$ cat src/rtl/unlock_pkg.sv
// Shared definitions for the unlock code transmitter and the 110 pattern detector.
package unlock_pkg;

  localparam int CODE_W_DEF  = 3;
  localparam int REPS_DEF    = 1;
  localparam int GAP_CYC_DEF = 2;

  typedef enum logic [1:0] {
    IDLE,
    SEND,
    GAP,
    FIN
  } state_e;

endpackage

$ cat src/rtl/unlock_tx_shreg.sv
// Parallel-load, MSB-first shift register; zero-fills so it empties after a full frame.
module unlock_tx_shreg
  import unlock_pkg::*;
#(
  parameter int CODE_W = CODE_W_DEF
) (
  input  logic              clk,
  input  logic              rst,
  input  logic              load,
  input  logic              shift,
  input  logic              clear,
  input  logic [CODE_W-1:0] din,
  output logic              msb
);

  logic [CODE_W-1:0] sh_q, sh_d;

  always_comb begin
    sh_d = sh_q;
    if (clear) begin
      sh_d = '0;
    end else if (load) begin
      sh_d = din;
    end else if (shift) begin
      sh_d = {sh_q[CODE_W-2:0], 1'b0};
    end
  end

  always_ff @(posedge clk or negedge rst) begin
    if (!rst) begin
      sh_q <= '0;
    end else begin
      sh_q <= sh_d;
    end
  end

  assign msb = sh_q[CODE_W-1];

endmodule

$ cat src/rtl/unlock_code_tx.sv
// Serial unlock code transmitter: sends the latched code REPS times, MSB first,
// with GAP_CYC idle cycles between frames and a one-cycle done pulse at the end.
module unlock_code_tx
  import unlock_pkg::*;
#(
  parameter int CODE_W  = CODE_W_DEF,
  parameter int REPS    = REPS_DEF,
  parameter int GAP_CYC = GAP_CYC_DEF
) (
  input  logic              clk,
  input  logic              rst,
  input  logic              start,
  input  logic [CODE_W-1:0] code_in,
  input  logic              abort,
  output logic              out,
  output logic              out_valid,
  output logic              busy,
  output logic              done
);

  localparam int              BW      = $clog2(CODE_W);
  localparam logic [BW-1:0]   BIT_TOP = BW'(CODE_W - 1);
  localparam logic [3:0]      REPS_L  = 4'(REPS);
  localparam logic [7:0]      GAP_TOP = 8'(GAP_CYC - 1);

  state_e            state_q, state_d;
  logic [BW-1:0]     bit_cnt_q, bit_cnt_d;
  logic [3:0]        rep_cnt_q, rep_cnt_d;
  logic [7:0]        gap_cnt_q, gap_cnt_d;
  logic [CODE_W-1:0] code_q, code_d;
  logic              out_valid_q, out_valid_d;
  logic              busy_q, busy_d;
  logic              done_q, done_d;
  logic              sh_load, sh_shift, sh_clear;
  logic [CODE_W-1:0] sh_din;
  logic [3:0]        rep_next;

  always_comb begin
    state_d     = state_q;
    bit_cnt_d   = bit_cnt_q;
    rep_cnt_d   = rep_cnt_q;
    gap_cnt_d   = gap_cnt_q;
    code_d      = code_q;
    out_valid_d = out_valid_q;
    busy_d      = busy_q;
    done_d      = 1'b0;
    sh_load     = 1'b0;
    sh_shift    = 1'b0;
    sh_clear    = 1'b0;
    sh_din      = code_q;
    rep_next    = rep_cnt_q + 4'd1;

    if (abort) begin
      state_d     = IDLE;
      out_valid_d = 1'b0;
      busy_d      = 1'b0;
      sh_clear    = 1'b1;
    end else begin
      case (state_q)
        // FIN accepts start too, so a held start runs frames back-to-back.
        IDLE, FIN: begin
          if (start) begin
            state_d     = SEND;
            code_d      = code_in;
            bit_cnt_d   = BIT_TOP;
            rep_cnt_d   = 4'd0;
            gap_cnt_d   = 8'd0;
            out_valid_d = 1'b1;
            busy_d      = 1'b1;
            sh_load     = 1'b1;
            sh_din      = code_in;
          end else begin
            state_d     = IDLE;
            out_valid_d = 1'b0;
            busy_d      = 1'b0;
          end
        end
        SEND: begin
          sh_shift = 1'b1;
          if (bit_cnt_q == '0) begin
            rep_cnt_d   = rep_next;
            out_valid_d = 1'b0;
            if (rep_next < REPS_L) begin
              state_d   = GAP;
              gap_cnt_d = GAP_TOP;
            end else begin
              state_d = FIN;
              busy_d  = 1'b0;
              done_d  = 1'b1;
            end
          end else begin
            bit_cnt_d = bit_cnt_q - 1'b1;
          end
        end
        GAP: begin
          if (gap_cnt_q == 8'd0) begin
            state_d     = SEND;
            bit_cnt_d   = BIT_TOP;
            out_valid_d = 1'b1;
            sh_load     = 1'b1;
          end else begin
            gap_cnt_d = gap_cnt_q - 8'd1;
          end
        end
        default: state_d = IDLE;
      endcase
    end
  end

  always_ff @(posedge clk or negedge rst) begin
    if (!rst) begin
      state_q     <= IDLE;
      bit_cnt_q   <= '0;
      rep_cnt_q   <= 4'd0;
      gap_cnt_q   <= 8'd0;
      code_q      <= '0;
      out_valid_q <= 1'b0;
      busy_q      <= 1'b0;
      done_q      <= 1'b0;
    end else begin
      state_q     <= state_d;
      bit_cnt_q   <= bit_cnt_d;
      rep_cnt_q   <= rep_cnt_d;
      gap_cnt_q   <= gap_cnt_d;
      code_q      <= code_d;
      out_valid_q <= out_valid_d;
      busy_q      <= busy_d;
      done_q      <= done_d;
    end
  end

  unlock_tx_shreg #(
    .CODE_W(CODE_W)
  ) u_shreg (
    .clk  (clk),
    .rst  (rst),
    .load (sh_load),
    .shift(sh_shift),
    .clear(sh_clear),
    .din  (sh_din),
    .msb  (out)
  );

  assign out_valid = out_valid_q;
  assign busy      = busy_q;
  assign done      = done_q;

endmodule

$ cat config.mk
export PLATFORM = sky130hd
export DESIGN_NAME = unlock_code_tx
export DESIGN_NICKNAME = d
export VERILOG_FILES = /design/src/rtl/unlock_pkg.sv /design/src/rtl/unlock_tx_shreg.sv /design/src/rtl/unlock_code_tx.sv
export SDC_FILE = /design/constraint.sdc
export NUM_CORES = 1
export LEC_CHECK = 0
export BUFFER_PORTS_ARGS = -buffer_cell sky130_fd_sc_hd__clkbuf_2
export CAP_MARGIN = 20
export CORE_MARGIN = 2
export CORE_UTILIZATION = 60
export CTS_CLUSTER_DIAMETER = 120
export DETAILED_ROUTE_END_ITERATION = 7
export MAX_ROUTING_LAYER = met4
export PLACE_DENSITY = 0.78
export SKIP_CTS_REPAIR_TIMING = 1
export SYNTH_ARGS = -nofsm -noshare
export SYNTH_HDL_FRONTEND = slang
export SYNTH_HIERARCHICAL = 1
export SYNTH_SLANG_ARGS = --single-unit
$ cat constraint.sdc
create_clock -name clk -period 4.5 [get_ports clk]
set_clock_uncertainty 0.2 [all_clocks]
set_input_delay 0.9 -clock clk [delete_from_list [all_inputs] [get_ports clk]]
set_output_delay 0.9 -clock clk [all_outputs]
set_load 0.03 [all_outputs]
After elaboration in Yosys (flattened, before gate mapping)
Cells that the tools add are included.
{ "classes": {"addsub": 3, "n_lt_le_gt_ge": 1, "eq_ne": 12, "n_mux": 43, "bitwise_logic": 1, "n_reduce_logical": 12} }
{ "ops": {"columns": ["op", "count"], "rows": [
  ["two-way mux 8 bit", 4],
  ["one-hot mux 8 bit (3 select lines)", 1],
  ["two-way mux 1 bit", 18],
  ["two-way mux 3 bit", 6],
  ["two-way mux 2 bit", 6],
  ["inequality test 2 bit, second input constant", 6],
  ["one-hot mux 2 bit (3 select lines)", 2],
  ["inequality test 3 bit, second input constant", 3],
  ["zero test 8 bit", 1],
  ["two-way mux 4 bit", 2],
  ["one-hot mux 4 bit (2 select lines)", 1],
  ["AND reduction 4 bit", 2],
  ["subtractor 8 x 1 -> 8 bit, second input constant", 1],
  ["nonzero test 3 bit", 2],
  ["AND reduction 5 bit", 1],
  ["adder 4 x 1 -> 4 bit, second input constant", 1],
  ["== test 2 bit, second input constant", 2],
  ["zero test 2 bit", 2],
  ["< comparator 4 x 1 -> 1 bit, second input constant", 1],
  ["one-hot mux 1 bit (2 select lines)", 2],
  ["one-hot mux 1 bit (3 select lines)", 1],
  ["AND reduction 3 bit", 1],
  ["== test 2 x 1 -> 1 bit, second input constant", 1],
  ["AND reduction 2 bit", 1],
  ["other kinds (4)", 4]
]} }
{ "word_totals": {"ff_bits": 25, "input_bits": 7, "output_inout_bits": 4, "wordCells": 81} }

Depth between registers and ports, before layout
{ "logic_depth": {"ltp_word": 6, "mapped_depth": 8, "ltp_nobuf": 7} }

Modules after synthesis
The synthesis kept the hierarchy.
{ "by_module_without_submodules": {"columns": ["mod", "instances", "cells_per_inst", "area_each_um2", "seq_area_each_um2"], "rows": [
  ["unlock_code_tx", 1, 136, 1356.3, 550.5],
  ["unlock_tx_shreg", 1, 13, 148.9, 75.1]
]} }

Least setup slack after synthesis
OpenSTA, ideal clock, no wires.
{ "synth_path": {"path_type": "input to register", "start": "input port start", "end": "register gap_cnt_q[0]", "setup_time_ns": 0.125, "arrival_time_ns": 1.935, "required_ns": 4.175, "path_slack_ns": 2.240, "path_stages": 5, "n_path_buf": 1, "path_cell_list": "nor2b_4 > or2_1 > or3b_1 > buf_6 > mux2_4"} }
{ "synth_between": {"elab_chain_cells": 2} }
{ "synth_rtl": {"columns": ["element", "line_no", "rtl"], "rows": [
  ["start, declared", "unlock_code_tx.sv:12", "input logic start,"],
  ["inequality test 2 bit (no source line)", null, null],
  ["AND reduction 5 bit (no source line)", null, null],
  ["end signal, assigned", "unlock_code_tx.sv:124", "gap_cnt_q <= gap_cnt_d;"],
  ["end, declared", "unlock_code_tx.sv:29", "logic [7:0] gap_cnt_q, gap_cnt_d;"]
]} }
No other way between the ends.
A chain may end at the register's enable or synchronous reset.

Worst setup path in the final report
{ "layout_path": {"start": "register state_q[0]", "end": "register gap_cnt_q[1]"} }
{ "layout_between": {"elab_chain_cells": 4, "word_cells_on_any_way": 11, "classes_between": "eq/ne (7); mux (1); reduce/logical (3)"} }
{ "layout_rtl": {"columns": ["element", "line_no", "rtl"], "rows": [
  ["start, declared", "unlock_code_tx.sv:26", "state_e state_q, state_d;"],
  ["start signal, assigned", "unlock_code_tx.sv:121", "state_q <= state_d;"],
  ["== test 2 bit / zero test 2 bit (equally long branches)", "unlock_code_tx.sv:59", "case (state_q)"],
  ["OR reduction 2 bit", "unlock_code_tx.sv:59", null],
  ["inequality test 2 bit (no source line)", null, null],
  ["AND reduction 5 bit (no source line)", null, null]
]} }
Several ways; a longest one is shown, not always the timed one.

==> impl_metrics.env <==
export IMPL_run_status="finished, final reports clean"
export IMPL_yosys_register_bits=25
export IMPL_post_synth_main_area_contributors="dfrtp_1 (42%), ha_1 (5.0%), o31ai_1 (4.5%)"
export IMPL_num_vias=1145
export IMPL_totalNegativeSetupSlack_ps=0
export IMPL_drt_first_iter_violations=21
export IMPL_r2r_start="state_q[0]$_DFFE_PN0P_"
export IMPL_fraction_of_power_consumed_by_combinational_cells_pct=49.4
export IMPL_synth_warnings=6
export IMPL_dpl_cell_area_mm2=0.001559
export IMPL_pin_count_of_the_biggest_net_entering_global_routing=26
export IMPL_post_synth_cell_area_avg_um2=10.10
export IMPL_syn_to_final_growth_pct=5.320
export IMPL_hold_path_depth=1
export IMPL_final_min_period_over_clock_period_pct=58.44
export IMPL_die_height_um=54.09
export IMPL_power_per_cell_area_mw_per_mm2=536.0
export IMPL_place_congestion=0.8468
export IMPL_synthDistinctLibCells=43
export IMPL_coreArea_mm2=0.002432
export IMPL_final_area_mm2=0.001585
export IMPL_worstPathRequired_ps=4510
export IMPL_yosysTopAreaCell="dfrtp_1"
export IMPL_tritoncts_num_sinks=25
export IMPL_clk_pin_slew_worst_paths_ps=130
export IMPL_holdCritPathClass="flip-flop to flip-flop"
export IMPL_power_switching_fraction_pct=43.72
export IMPL_power_ir_vdd_worst_uv=328.5
export IMPL_dp_final_hpwl_mm=2.229
export IMPL_tritoncts="yes"
export IMPL_antenna_left=0
export IMPL_max_slew_margin_rel_pct=43.93
export IMPL_most_used_flip_flop_cell_after_synthesis="dfrtp_1"
export IMPL_post_synth_edffs=0
export IMPL_critical_path_reg2reg_endpoint="gap_cnt_q[1]$_DFFE_PN0P_"
export IMPL_multi_input_comb_area_um2=804.5
export IMPL_globalRouteOverflowTotal=0
export IMPL_maxSlewViolCount=0
export IMPL_layout_area_seq_um2=625.6
export IMPL_cts_max_level=1
export IMPL_final_hold_violation_count=0
export IMPL_wire_length_of_the_first_global_routing_pass_mm=4.905
export IMPL_timing_critical_path_to_type="flip-flop"
export IMPL_wl_per_cell_um=16.65
export IMPL_period_needed_ps=2630
export IMPL_post_route_drc_count=0
export IMPL_stdcell_count=187
export IMPL_io_buffer_count=10
export IMPL_reg2regPathDepth=6
export IMPL_viasPerCell=6.123
export IMPL_syn_inst=149
export IMPL_synth_top_cells_by_count="dfrtp_1 (25), nor2_1 (14), inv_1 (11), nand2_1 (9), o31ai_1 (9)"
export IMPL_grt_total_usage_pct=24.80
export IMPL_dieArea_mm2=0.002925
export IMPL_cp_endpoint="gap_cnt_q[1]$_DFFE_PN0P_"
export IMPL_chipWidth_um=54.09
export IMPL_final_net_count=171
export IMPL_async_flop_share_pct=100.0
export IMPL_setup_viol_count_final=0
export IMPL_p_leak_nw=0.7300
export IMPL_worst_r2r_setup_slack_ps=1870
export IMPL_grt_antenna_before_repair=0
export IMPL_unrepaired_setup_endpoints_after_global_routing="false"
export IMPL_first_global_vias=1048
export IMPL_seq_area_frac_synth_pct=41.56
export IMPL_yosys_cell_count_top_type="dfrtp_1"
export IMPL_timing_fmax_mhz=380.3
export IMPL_yosysTopAreaCellShare_pct=41.56
export IMPL_clock_insertion_delay_worst_skew_ps=310
export IMPL_critical_path_arrival_ps=2640
export IMPL_power_switching_w=0.0003715
export IMPL_first_pass_iters=4
export IMPL_rows=18
export IMPL_start_kind="flip-flop"
export IMPL_clock_path_buffers=2
export IMPL_clk_tree_root_cell="clkbuf_4"
export IMPL_crit_start="state_q[0]$_DFFE_PN0P_"
export IMPL_io_pins=11
export IMPL_crit_path_max_fanout=11
export IMPL_cts_buffers=3
export IMPL_dpl_cell_count=183
export IMPL_tightestPinTransition_ps=833.4
export IMPL_nFillCells=198
export IMPL_detail_route_wirelength_mm=3.114
export IMPL_initial_core_util_pct=61.88
export IMPL_power_share_clock_pct=11.7
export IMPL_maxCapViolCount=0
export IMPL_proportion_of_layout_cells_with_a_drive_suffix_above_1_pct=19.11
export IMPL_mappedNetlistArea_mm2=0.001505
export IMPL_insertedDiodeCount=0
export IMPL_synthesis_nets=162
export IMPL_power_sequential_fraction_pct=38.8
export IMPL_power_internal_w=0.0004782
export IMPL_setup_worst_path_class="flip-flop to flip-flop"
==> power groups by stage <==
stage / Sequential (W) / Clock, W / Combinational, W
2_1_floorplan: 0.000343 / 0 / 0.000313
3_3_place_gp: 0.000330 / 0 / 0.000396
3_5_place_dp: 0.000335 / 0 / 0.000415
4_1_cts: 0.000330 / 0.000104 / 0.000419
5_1_grt: 0.000339 / 0.000115 / 0.000460
6_report: 0.000330 / 0.0000998 / 0.000420
==> worst max-delay path, cell delays in order (launching register included) <==
cell and delay, ps:
dfrtp_1 420, inv_1 70, ha_1 390, nor2b_4 180, or2_1 330, or3b_1 590
mux2_4 350
==> cell type report <==
cell class              instances  share of cell area [%]
clock buffers                   4                   1.657
inverters                      11                   2.605
flip-flops and latches         25                   39.46
multi-input cells             107                   50.75
well taps                      30                   2.368
repair buffers                 10                   3.157
==> metrics by stage <==
step	util [%]	power (W)	worst slack (ps)	hold slack, ps
4_1_cts	65.17	0.0008526	1867	309.0
3_3_place_gp	64.09	0.0007265	1760	284.3
6_report	65.17	0.0008497	1870	308.3
3_5_place_dp	64.09	0.0007493	1728	289.8
5_1_grt	65.17	0.0009136	1685	329.4
2_1_floorplan	-	0.0006562	2240	269.5
==> layer usage <==
metal,share of wire (%),global-route usage [%],vias to the layer above
met3,2.0,3.333,10
li1,-,-,563
met4,2.7,14.17,0
met5,0,-,-
met1,46,32.39,557
met2,50,36.99,15
==> placed cells by master, fill, tap and decap left out, drive strengths merged, types with 4 or more instances in the layout <==
| master | instances |
|---|---|
| dfrtp | 25 |
| nor2 | 14 |
| clkbuf | 14 |
| inv | 11 |
| nand2 | 9 |
| o31ai | 9 |
| a21oi | 8 |
| ha | 6 |
| mux2 | 6 |
| nand2b | 5 |
| o21ai | 5 |
| a211oi | 4 |
| nor2b | 4 |
==> cell families (layout without fill, tap and decap cells) <==
kind of cell             Yosys count  in the layout  share of synthesized area [%]
adder cells (fa/ha/maj)            6              6                          4.987
AND/OR/NAND/NOR                   50             50                          19.20
buffers and inverters             17             25                          4.987
AO/OA/AOI/OAI                     42             42                          22.28
multiplexers                       9              9                          6.982
flip-flops                        25             25                          41.56
==> state kept, by name (all words and copies together) (netlist names) <==
name / flops
out_valid: 1
busy: 1
gap_cnt_q: 8
rep_cnt_q: 4
code_q: 3
done: 1
state_q: 2
u_shreg/sh_q: 3
bit_cnt_q: 2
==> worst min path at each step <==
stage / startpoint / end / slack (ps)
finish: gap_cnt_q[7]$_DFFE_PN0P_ / gap_cnt_q[7]$_DFFE_PN0P_ / 310
detailed placement: code_q[0]$_DFF_PN0_ / code_q[0]$_DFF_PN0_ / 290
floorplan: gap_cnt_q[7]$_DFFE_PN0P_ / gap_cnt_q[7]$_DFFE_PN0P_ / 270
global placement: code_q[0]$_DFF_PN0_ / code_q[0]$_DFF_PN0_ / 280
CTS: gap_cnt_q[7]$_DFFE_PN0P_ / gap_cnt_q[7]$_DFFE_PN0P_ / 310
global route: gap_cnt_q[7]$_DFFE_PN0P_ / gap_cnt_q[7]$_DFFE_PN0P_ / 330
Power figures use the tool's default switching activity.
